==> config.mk <==
export PLATFORM = sky130hd
export DESIGN_NAME = sp_fifo
export DESIGN_NICKNAME = d
export VERILOG_FILES = /design/src/rtl/sp_fifo_pkg.sv /design/src/rtl/sp_fifo.sv /design/src/rtl/sp_ram.sv /design/src/rtl/sp_fifo_ctrl.sv
export SDC_FILE = /design/constraint.sdc
export NUM_CORES = 1
export LEC_CHECK = 0
export ABC_AREA = 1
export BUFFER_PORTS_ARGS = -buffer_cell sky130_fd_sc_hd__buf_2
export CAP_MARGIN = 5
export CORE_ASPECT_RATIO = 0.7
export CORE_MARGIN = 1.5
export CORE_UTILIZATION = 30
export DETAILED_ROUTE_END_ITERATION = 6
export PLACE_DENSITY = 0.45
export REMOVE_ABC_BUFFERS = 1
export SLEW_MARGIN = 20
export SYNTH_ARGS = -nofsm -noshare
export SYNTH_HDL_FRONTEND = slang
export SYNTH_HIERARCHICAL = 1
export SYNTH_SLANG_ARGS = --single-unit
export TNS_END_PERCENT = 100
==> constraint.sdc <==
create_clock -name clock -period 5.4 [get_ports clock]
set_clock_uncertainty 0.2 [all_clocks]
set_input_delay 0.54 -clock clock [delete_from_list [all_inputs] [get_ports clock]]
set_output_delay 0.54 -clock clock [all_outputs]
set_load 0.01 [all_outputs]
==> src/rtl/sp_fifo_pkg.sv <==
// Shared definitions for the single-port-RAM FIFO controller and its wrapper.
// The RAM operation encoding and the depth helper live here.
package sp_fifo_pkg;

  typedef enum logic [1:0] {
    OP_NONE  = 2'd0,
    OP_WRITE = 2'd1,
    OP_READ  = 2'd2
  } op_e;

  function automatic int unsigned fifo_depth(input int unsigned addr_width);
    return 32'd1 << addr_width;
  endfunction

endpackage

==> src/rtl/sp_fifo.sv <==
// Complete FIFO: the controller bound to a single-port RAM through the mem_* ports.
module sp_fifo
  import sp_fifo_pkg::*;
#(
  parameter int DATA_WIDTH = 8,
  parameter int ADDR_WIDTH = 4
) (
  input  logic                  clock,
  input  logic                  reset,
  input  logic                  clear,
  input  logic                  in_valid,
  output logic                  in_ready,
  input  logic [DATA_WIDTH-1:0] in_data,
  output logic                  out_valid,
  input  logic                  out_ready,
  output logic [DATA_WIDTH-1:0] out_data,
  output logic [ADDR_WIDTH:0]   level,
  output logic                  full,
  output logic                  empty
);

  logic [ADDR_WIDTH-1:0] mem_addr;
  logic                  mem_we;
  logic [DATA_WIDTH-1:0] mem_wdata;
  logic [DATA_WIDTH-1:0] mem_rdata;

  sp_fifo_ctrl #(.DATA_WIDTH(DATA_WIDTH), .ADDR_WIDTH(ADDR_WIDTH)) u_ctrl (
    .clock     (clock),
    .reset     (reset),
    .clear     (clear),
    .in_valid  (in_valid),
    .in_ready  (in_ready),
    .in_data   (in_data),
    .out_valid (out_valid),
    .out_ready (out_ready),
    .out_data  (out_data),
    .mem_addr  (mem_addr),
    .mem_we    (mem_we),
    .mem_wdata (mem_wdata),
    .mem_rdata (mem_rdata),
    .level     (level),
    .full      (full),
    .empty     (empty)
  );

  sp_ram #(.DATA_WIDTH(DATA_WIDTH), .ADDR_WIDTH(ADDR_WIDTH)) u_ram (
    .clock (clock),
    .we    (mem_we),
    .addr  (mem_addr),
    .wdata (mem_wdata),
    .rdata (mem_rdata)
  );

endmodule

==> src/rtl/sp_ram.sv <==
// Single-port RAM: clocked write, combinational read on the shared address.
module sp_ram
  import sp_fifo_pkg::*;
#(
  parameter int DATA_WIDTH = 8,
  parameter int ADDR_WIDTH = 4
) (
  input  logic                  clock,
  input  logic                  we,
  input  logic [ADDR_WIDTH-1:0] addr,
  input  logic [DATA_WIDTH-1:0] wdata,
  output logic [DATA_WIDTH-1:0] rdata
);

  localparam int unsigned DEPTH = fifo_depth(ADDR_WIDTH);

  logic [DATA_WIDTH-1:0] ram_q [0:DEPTH-1];

  // Storage array; contents are intentionally not reset.
  always_ff @(posedge clock) begin
    if (we) begin
      ram_q[addr] <= wdata;
    end
  end

  assign rdata = ram_q[addr];

endmodule

==> src/rtl/sp_fifo_ctrl.sv <==
// FIFO controller for a single-port RAM: one RAM access per cycle, refills of the
// registered head word take priority over pushes.
module sp_fifo_ctrl
  import sp_fifo_pkg::*;
#(
  parameter int DATA_WIDTH = 8,
  parameter int ADDR_WIDTH = 4
) (
  input  logic                  clock,
  input  logic                  reset,
  input  logic                  clear,
  input  logic                  in_valid,
  output logic                  in_ready,
  input  logic [DATA_WIDTH-1:0] in_data,
  output logic                  out_valid,
  input  logic                  out_ready,
  output logic [DATA_WIDTH-1:0] out_data,
  output logic [ADDR_WIDTH-1:0] mem_addr,
  output logic                  mem_we,
  output logic [DATA_WIDTH-1:0] mem_wdata,
  input  logic [DATA_WIDTH-1:0] mem_rdata,
  output logic [ADDR_WIDTH:0]   level,
  output logic                  full,
  output logic                  empty
);

  localparam logic [ADDR_WIDTH:0]   CNT_ZERO  = {(ADDR_WIDTH+1){1'b0}};
  localparam logic [ADDR_WIDTH:0]   CNT_ONE   = {{ADDR_WIDTH{1'b0}}, 1'b1};
  localparam logic [ADDR_WIDTH:0]   DEPTH_CNT = {1'b1, {ADDR_WIDTH{1'b0}}};
  localparam logic [ADDR_WIDTH-1:0] PTR_ZERO  = {ADDR_WIDTH{1'b0}};
  localparam logic [ADDR_WIDTH-1:0] PTR_ONE   = {{(ADDR_WIDTH-1){1'b0}}, 1'b1};

  logic [ADDR_WIDTH-1:0] wr_ptr_q, wr_ptr_d;
  logic [ADDR_WIDTH-1:0] rd_ptr_q, rd_ptr_d;
  logic [ADDR_WIDTH:0]   mem_count_q, mem_count_d;
  logic                  out_valid_q, out_valid_d;
  logic [DATA_WIDTH-1:0] out_data_q, out_data_d;
  logic                  rd_cond;
  op_e                   op;

  // Arbitrate the single RAM port; a pending refill always wins over a push.
  always_comb begin
    rd_cond  = (mem_count_q != CNT_ZERO) && (!out_valid_q || out_ready);
    in_ready = !reset && !clear && (mem_count_q != DEPTH_CNT) && !rd_cond;
    if (reset || clear) begin
      op = OP_NONE;
    end else if (rd_cond) begin
      op = OP_READ;
    end else if (in_valid && in_ready) begin
      op = OP_WRITE;
    end else begin
      op = OP_NONE;
    end
    mem_wdata = in_data;
    case (op)
      OP_WRITE: begin
        mem_we   = 1'b1;
        mem_addr = wr_ptr_q;
      end
      default: begin
        mem_we   = 1'b0;
        mem_addr = rd_ptr_q;
      end
    endcase
  end

  // Next-state for pointers, occupancy and the head register.
  always_comb begin
    wr_ptr_d    = wr_ptr_q;
    rd_ptr_d    = rd_ptr_q;
    mem_count_d = mem_count_q;
    out_valid_d = out_valid_q;
    out_data_d  = out_data_q;
    if (clear) begin
      wr_ptr_d    = PTR_ZERO;
      rd_ptr_d    = PTR_ZERO;
      mem_count_d = CNT_ZERO;
      out_valid_d = 1'b0;
    end else begin
      // A pop empties the head unless the same edge refills it.
      if (out_valid_q && out_ready) begin
        out_valid_d = 1'b0;
      end else begin
        out_valid_d = out_valid_q;
      end
      case (op)
        OP_READ: begin
          out_data_d  = mem_rdata;
          out_valid_d = 1'b1;
          rd_ptr_d    = rd_ptr_q + PTR_ONE;
          mem_count_d = mem_count_q - CNT_ONE;
        end
        OP_WRITE: begin
          wr_ptr_d    = wr_ptr_q + PTR_ONE;
          mem_count_d = mem_count_q + CNT_ONE;
        end
        default: begin
          mem_count_d = mem_count_q;
        end
      endcase
    end
  end

  // State registers with asynchronous reset.
  always_ff @(posedge clock or posedge reset) begin
    if (reset) begin
      wr_ptr_q    <= PTR_ZERO;
      rd_ptr_q    <= PTR_ZERO;
      mem_count_q <= CNT_ZERO;
      out_valid_q <= 1'b0;
      out_data_q  <= {DATA_WIDTH{1'b0}};
    end else begin
      wr_ptr_q    <= wr_ptr_d;
      rd_ptr_q    <= rd_ptr_d;
      mem_count_q <= mem_count_d;
      out_valid_q <= out_valid_d;
      out_data_q  <= out_data_d;
    end
  end

  assign out_valid = out_valid_q;
  assign out_data  = out_data_q;
  assign level     = mem_count_q + {{ADDR_WIDTH{1'b0}}, out_valid_q};
  assign full      = (mem_count_q == DEPTH_CNT);
  assign empty     = (level == CNT_ZERO);

endmodule

## Word-level counts from Yosys, hierarchy flattened

Memories as Yosys holds them, arrays and structs flattened. A register that Yosys moved wholly into a read port is not among the register bits.
Cells that the tools add are included.

- Bits in writable memories: 128
- Word-level logic and storage cells: 50
- Output and inout bits: 17
- Bits of input ports: 13
- Flip-flop bits (word level): 14
- Memories kept: 1

- Add/subtract/negate cells: 5
- Multiplexer cells: 16
- Eq/ne operators: 4
- Bitwise gates (word level): 1
- Reductions and logical operators: 19

Memory list:

| memory | depth | bits a word | rd ports | clocked after Yosys merged registers in | wr ports | RTL line | text |
|---|---|---|---|---|---|---|---|
| u_ram.ram_q | 16 | 8 | 1 | 1 | 1 | sp_ram.sv:17 | `logic [DATA_WIDTH-1:0] ram_q [0:DEPTH-1];` |

Operator list:

| kind | number |
|---|---|
| $mux W4 | 5 |
| $pmux W5 S2 | 1 |
| $add A4 B1 Y4 const B | 2 |
| $mux W1 | 7 |
| $logic_and A1 B1 Y1 | 6 |
| $reduce_bool A3 Y1 | 2 |
| $add A5 B1 Y5 | 1 |
| $add A5 B1 Y5 const B | 1 |
| $eq A5 B5 Y1 const B | 1 |
| $logic_not A5 Y1 | 1 |
| $mux W5 | 1 |
| $ne A5 B5 Y1 const B | 1 |
| $reduce_bool A5 Y1 | 1 |
| $sub A5 B1 Y5 const B | 1 |
| $logic_not A1 Y1 | 4 |
| $mux W2 | 2 |
| $reduce_bool A2 Y1 | 2 |
| $eq A2 B1 Y1 const B | 1 |
| $eq A2 B2 Y1 const B | 1 |
| $logic_or A1 B1 Y1 | 2 |
| $reduce_and A2 Y1 | 1 |
| $not A1 Y1 | 1 |

## Longest topological paths before layout

- Depth after elaboration: 13
- Depth in mapped cells: 21
- Mapped depth without buffers: 18

## Modules after synthesis

Netlist, hierarchy kept.

By module, submodules not included:

| module | instances | cells each | area each (um2) | seq. area each (um2) |
|---|---|---|---|---|
| sp_ram | 1 | 540 | 5432.7 | 3843.7 |
| sp_fifo_ctrl | 1 | 169 | 1408.9 | 550.5 |

## Worst setup path before layout

Ideal clock, no wire load.

- Path type: in2reg
- From: in clear
- To: mem u_ram.ram_q[3][0] (enable)
- Path slack: 2579 ps
- Stages on the path: 10
- Arrival time: 2251 ps
- Path buffers: 3
- Setup time: 370 ps
- Required time: 4830 ps
- Path through: nor2_1 -> nand2_2 -> inv_2 -> nand3_4 -> buf_6 -> o21ai_2 -> buf_2 -> clkbuf_1 -> nand3_1 -> nor2_1

- Elaborated cells between the ends (all ways): 14
- Classes of those cells: 1 x eq/ne; 7 x mux; 6 x reduce/logical

RTL lines:

| item | RTL line | text |
|---|---|---|
| start, declared | sp_fifo.sv:10 | `input logic clear,` |
| $logic_not A1 Y1 | sp_fifo_ctrl.sv:44 | `in_ready = !reset && !clear && (mem_count_q != DEPTH_CNT) && !rd_cond;` |
| $logic_and A1 B1 Y1 (3 in a row) | sp_fifo_ctrl.sv:44 |  |
| $logic_and A1 B1 Y1 | sp_fifo_ctrl.sv:49 | `end else if (in_valid && in_ready) begin` |
| $mux W1 | sp_fifo_ctrl.sv:49 |  |
| $mux W2 | sp_fifo_ctrl.sv:47 | `end else if (rd_cond) begin` |
| $mux W2 * | sp_fifo_ctrl.sv:45 | `if (reset \|\| clear) begin` |
| $eq A2 B1 Y1 * | sp_fifo_ctrl.sv:55 | `case (op)` |
| $mux W4 * | sp_fifo_ctrl.sv:55 |  |
| named net mem_addr[1] | sp_fifo.sv:22 | `logic [ADDR_WIDTH-1:0] mem_addr;` |
| end, declared | sp_ram.sv:17 |  |

Mark *: on every way through the listed nets, which the timed path passes. The rest lies on a longest branch.

## Worst setup path after layout

- From: reg u_ctrl.mem_count_q[0]
- To: mem u_ram.ram_q[8][0] (enable)

- Elaborated cells between the ends (all ways): 15
- Classes of those cells: 2 x eq/ne; 7 x mux; 6 x reduce/logical

RTL lines:

| item | RTL line | text |
|---|---|---|
| start, declared | sp_fifo_ctrl.sv:35 | `logic [ADDR_WIDTH:0] mem_count_q, mem_count_d;` |
| start signal, assigned | sp_fifo_ctrl.sv:115 | `mem_count_q <= mem_count_d;` |
| $reduce_bool A5 Y1 | sp_fifo_ctrl.sv:43 | `rd_cond = (mem_count_q != CNT_ZERO) && (!out_valid_q \|\| out_ready);` |
| $logic_and A1 B1 Y1 | sp_fifo_ctrl.sv:43 |  |
| $logic_not A1 Y1 | sp_fifo_ctrl.sv:44 |  |
| $logic_and A1 B1 Y1 | sp_fifo_ctrl.sv:44 |  |
| $logic_and A1 B1 Y1 | sp_fifo_ctrl.sv:49 |  |
| $mux W1 | sp_fifo_ctrl.sv:49 |  |
| $mux W2 * | sp_fifo_ctrl.sv:47 |  |
| $mux W2 * | sp_fifo_ctrl.sv:45 |  |
| $eq A2 B1 Y1 * | sp_fifo_ctrl.sv:55 |  |
| $mux W4 * | sp_fifo_ctrl.sv:55 |  |
| named net mem_addr[0] | sp_fifo.sv:22 |  |

Marked as above.

==> flow_summary.ini <==
[run_status]
status = finished, final reports clean

[logic_synthesis]
netlist_instances = 709
yosys_warnings = 6
ys_seq_area_frac = 0.642
synth_area_sq_um = 6840
synth_cell_type_count = 30
postSynthAreaPerCell_sq_um = 9.65
ys_ff_latch = 150

[die]
die_y_um = 129
ios = 30
initial_core_util = 0.304
die_w_um = 183
die_area_sq_um = 23700
core.rowCount = 46
core_area_sq_um = 22500

[timing]
maxSlewHeadroom = 0.380
period_minus_slack_ns = 3.72
drv_slew = 0
post-route-period-util = 0.688
tightest_slew_ns = 0.928
fin_tns_setup_ns = 0
hold_violations = 0
layout_setup_ws_ns = 1.68
setup_viol = 0
fmax_mhz = 269
rsz0062_at_grt = false

[clocking]
cts_tree = built
cts_resized = 0
path_clk_slew_ns = 0.07
post_cts_buffers = 0
cts_root_buffer = clkbuf_16
cts-htree-levels = 4
clock_latency_ns = 0.43
clockBufferDepth = 2
ctsHoldBuffers = 0
cts.sinks = 150
cts_made_buffers = 17

[critical_path]
critical_path_class = reg2reg
crit_fanout = 35
critPathLaunchType = flop
reg2reg_from = u_ctrl/mem_count_q[0]
worstPathArrival_ns = 3.58
cp-end-kind = flop
crit_start = u_ctrl/mem_count_q[0]
worstPathRequired_ns = 5.26

[layout]
final_cell_mix = 391 x nand2_1, 128 x edfxtp_1, 33 x inv_1
final_net_count = 752
antenna_cells = 0
post-route-util = 0.346
layout.cells.non_filler = 1055
drive_gt1_frac = 0.113
syn2layout_area_growth_pct = 13.8
mostFrequentLayoutCell = nand2_1
nFillCells = 2296

[drt]
route.final.wire_length_mm = 16.6
vias_per_cell = 4.41
first_pass_iters = 5
drt_iter0_drc = 337
wl_per_cell_um = 15.8
drc = 0
ant_nets = 0
vias = 4652

[placement]
port_buffers = 29
pre_cts_slack_ns = 1.37
gp_congestion = 0.815
hpwl_mm = 11.5
dp.cells = 1023

[worst_hold_path]
hp-class = in2async

[grt]
grt_pass1_wl_mm = 26.0
grt_overflow_total = 0
track_usage = 0.151
grt_pass1_vias = 4554
grt_antenna_before_repair = 0
grt_max_degree = 53

[pwr]
power_uw = 3620
power_density_nw_per_um2 = 465
leakagePower_uw = 0.00336
ir_drop_mv = 0.190

[job]
maxCapViolations = 0
logic make-up (layout without fill, tap and decap cells):
logic type | Yosys count | in the layout | share of synthesized area
adder cells (fa/ha/maj) | 9 | 9 | 0.0176
AO/OA/AOI/OAI | 14 | 14 | 0.0135
XOR/XNOR | 7 | 7 | 0.00896
buffers and inverters | 72 | 106 | 0.0527
AND/OR/NAND/NOR | 457 | 457 | 0.265
flip-flops | 150 | 150 | 0.642
Yosys cell counts:
library cell	instances	area [sq um]
ha_1	8	100
nand3_1	31	155
nand3_2	1	10.0
xor2_1	5	43.8
buf_2	12	60.1
o21ai_2	3	26.3
nand4_1	1	6.26
clkinv_1	1	3.75
or2_2	1	6.26
buf_4	16	120
nor2_4	1	11.3
nand3_4	1	17.5
clkbuf_1	3	11.3
o21ai_0	8	40.0
nor2_2	2	12.5
inv_2	5	18.8
nor3_1	1	5.00
nand2_2	2	12.5
a21oi_4	1	16.3
edfxtp_1	128	3840
dfrtp_1	22	551
nor2_1	22	82.6
xnor2_1	2	17.5
fa_1	1	20.0
nor3b_1	2	15.0
nand2_4	1	11.3
nand2_1	391	1470
inv_1	33	124
a21oi_1	2	10.0
buf_6	2	22.5
sequential cells by signal (all words and copies together) (netlist names):
register	cells
u_ram/ram_q	128
u_ctrl/out_data	8
u_ctrl/out_valid	1
u_ctrl/rd_ptr_q	4
u_ctrl/mem_count_q	5
u_ctrl/wr_ptr_q	4
metrics by stage:
step / hold slack [ns] / instance area [sq um]
detailed placement: 0.256 / 7220
global placement: 0.256 / 7220
floorplan: 0.289 / 6630
CTS: 0.148 / 7780
finish: 0.118 / 7780
global route: 0.183 / 7780
worst paths after layout:
path	cells past startpoint	slack, ns	end
min in group clock	2	0.18	u_ctrl/out_valid
max in group asynchronous	2	4.30	u_ctrl/out_data[3]
hold / removal	2	0.12	u_ctrl/out_data[0]
hold reg to reg	2	0.27	u_ctrl/out_data[5]
setup / recovery	10	1.68	u_ram/ram_q[8][0]
setup reg to reg	10	1.68	u_ram/ram_q[8][0]
where the power goes:
part	switching [uW]	leakage [uW]	internal [uW]	total, uW
clock	504	0.000266	643	1150
sequential	51.6	0.00144	1320	1370
combinational	775	0.00165	323	1100
routing by layer:
layer / global-route usage / wire length (um) / vias to the layer above
met4: 0.0574 / 239 / 0
met5: 0 / 0 / -
met1: 0.224 / 8690 / 2237
met3: 0.0337 / 740 / 17
met2: 0.214 / 6950 / 91
li1: - / - / 2307
critical path, stage by stage, from the launching register on:
cell	delay (ns)
dfrtp_1	0.47
nor2_2	0.08
nand3_1	0.15
nand2_2	0.10
inv_2	0.07
nand3_4	0.24
nand2_1	0.21
o21ai_4	0.17
inv_2	0.51
nand3_1	0.39
nor2_1	0.71
layout make-up:
class | instances | area, sq um | share of cell area
sequential | 150 | 4390 | 0.565
timing repair buffer | 35 | 190 | 0.0244
inverter | 39 | 146 | 0.0188
clock inverter | 15 | 143 | 0.0183
tap | 312 | 390 | 0.0502
clock buffer | 17 | 425 | 0.0547
multi-input combinational | 487 | 2090 | 0.269
No activity file was read; power rests on OpenSTA's default activity.
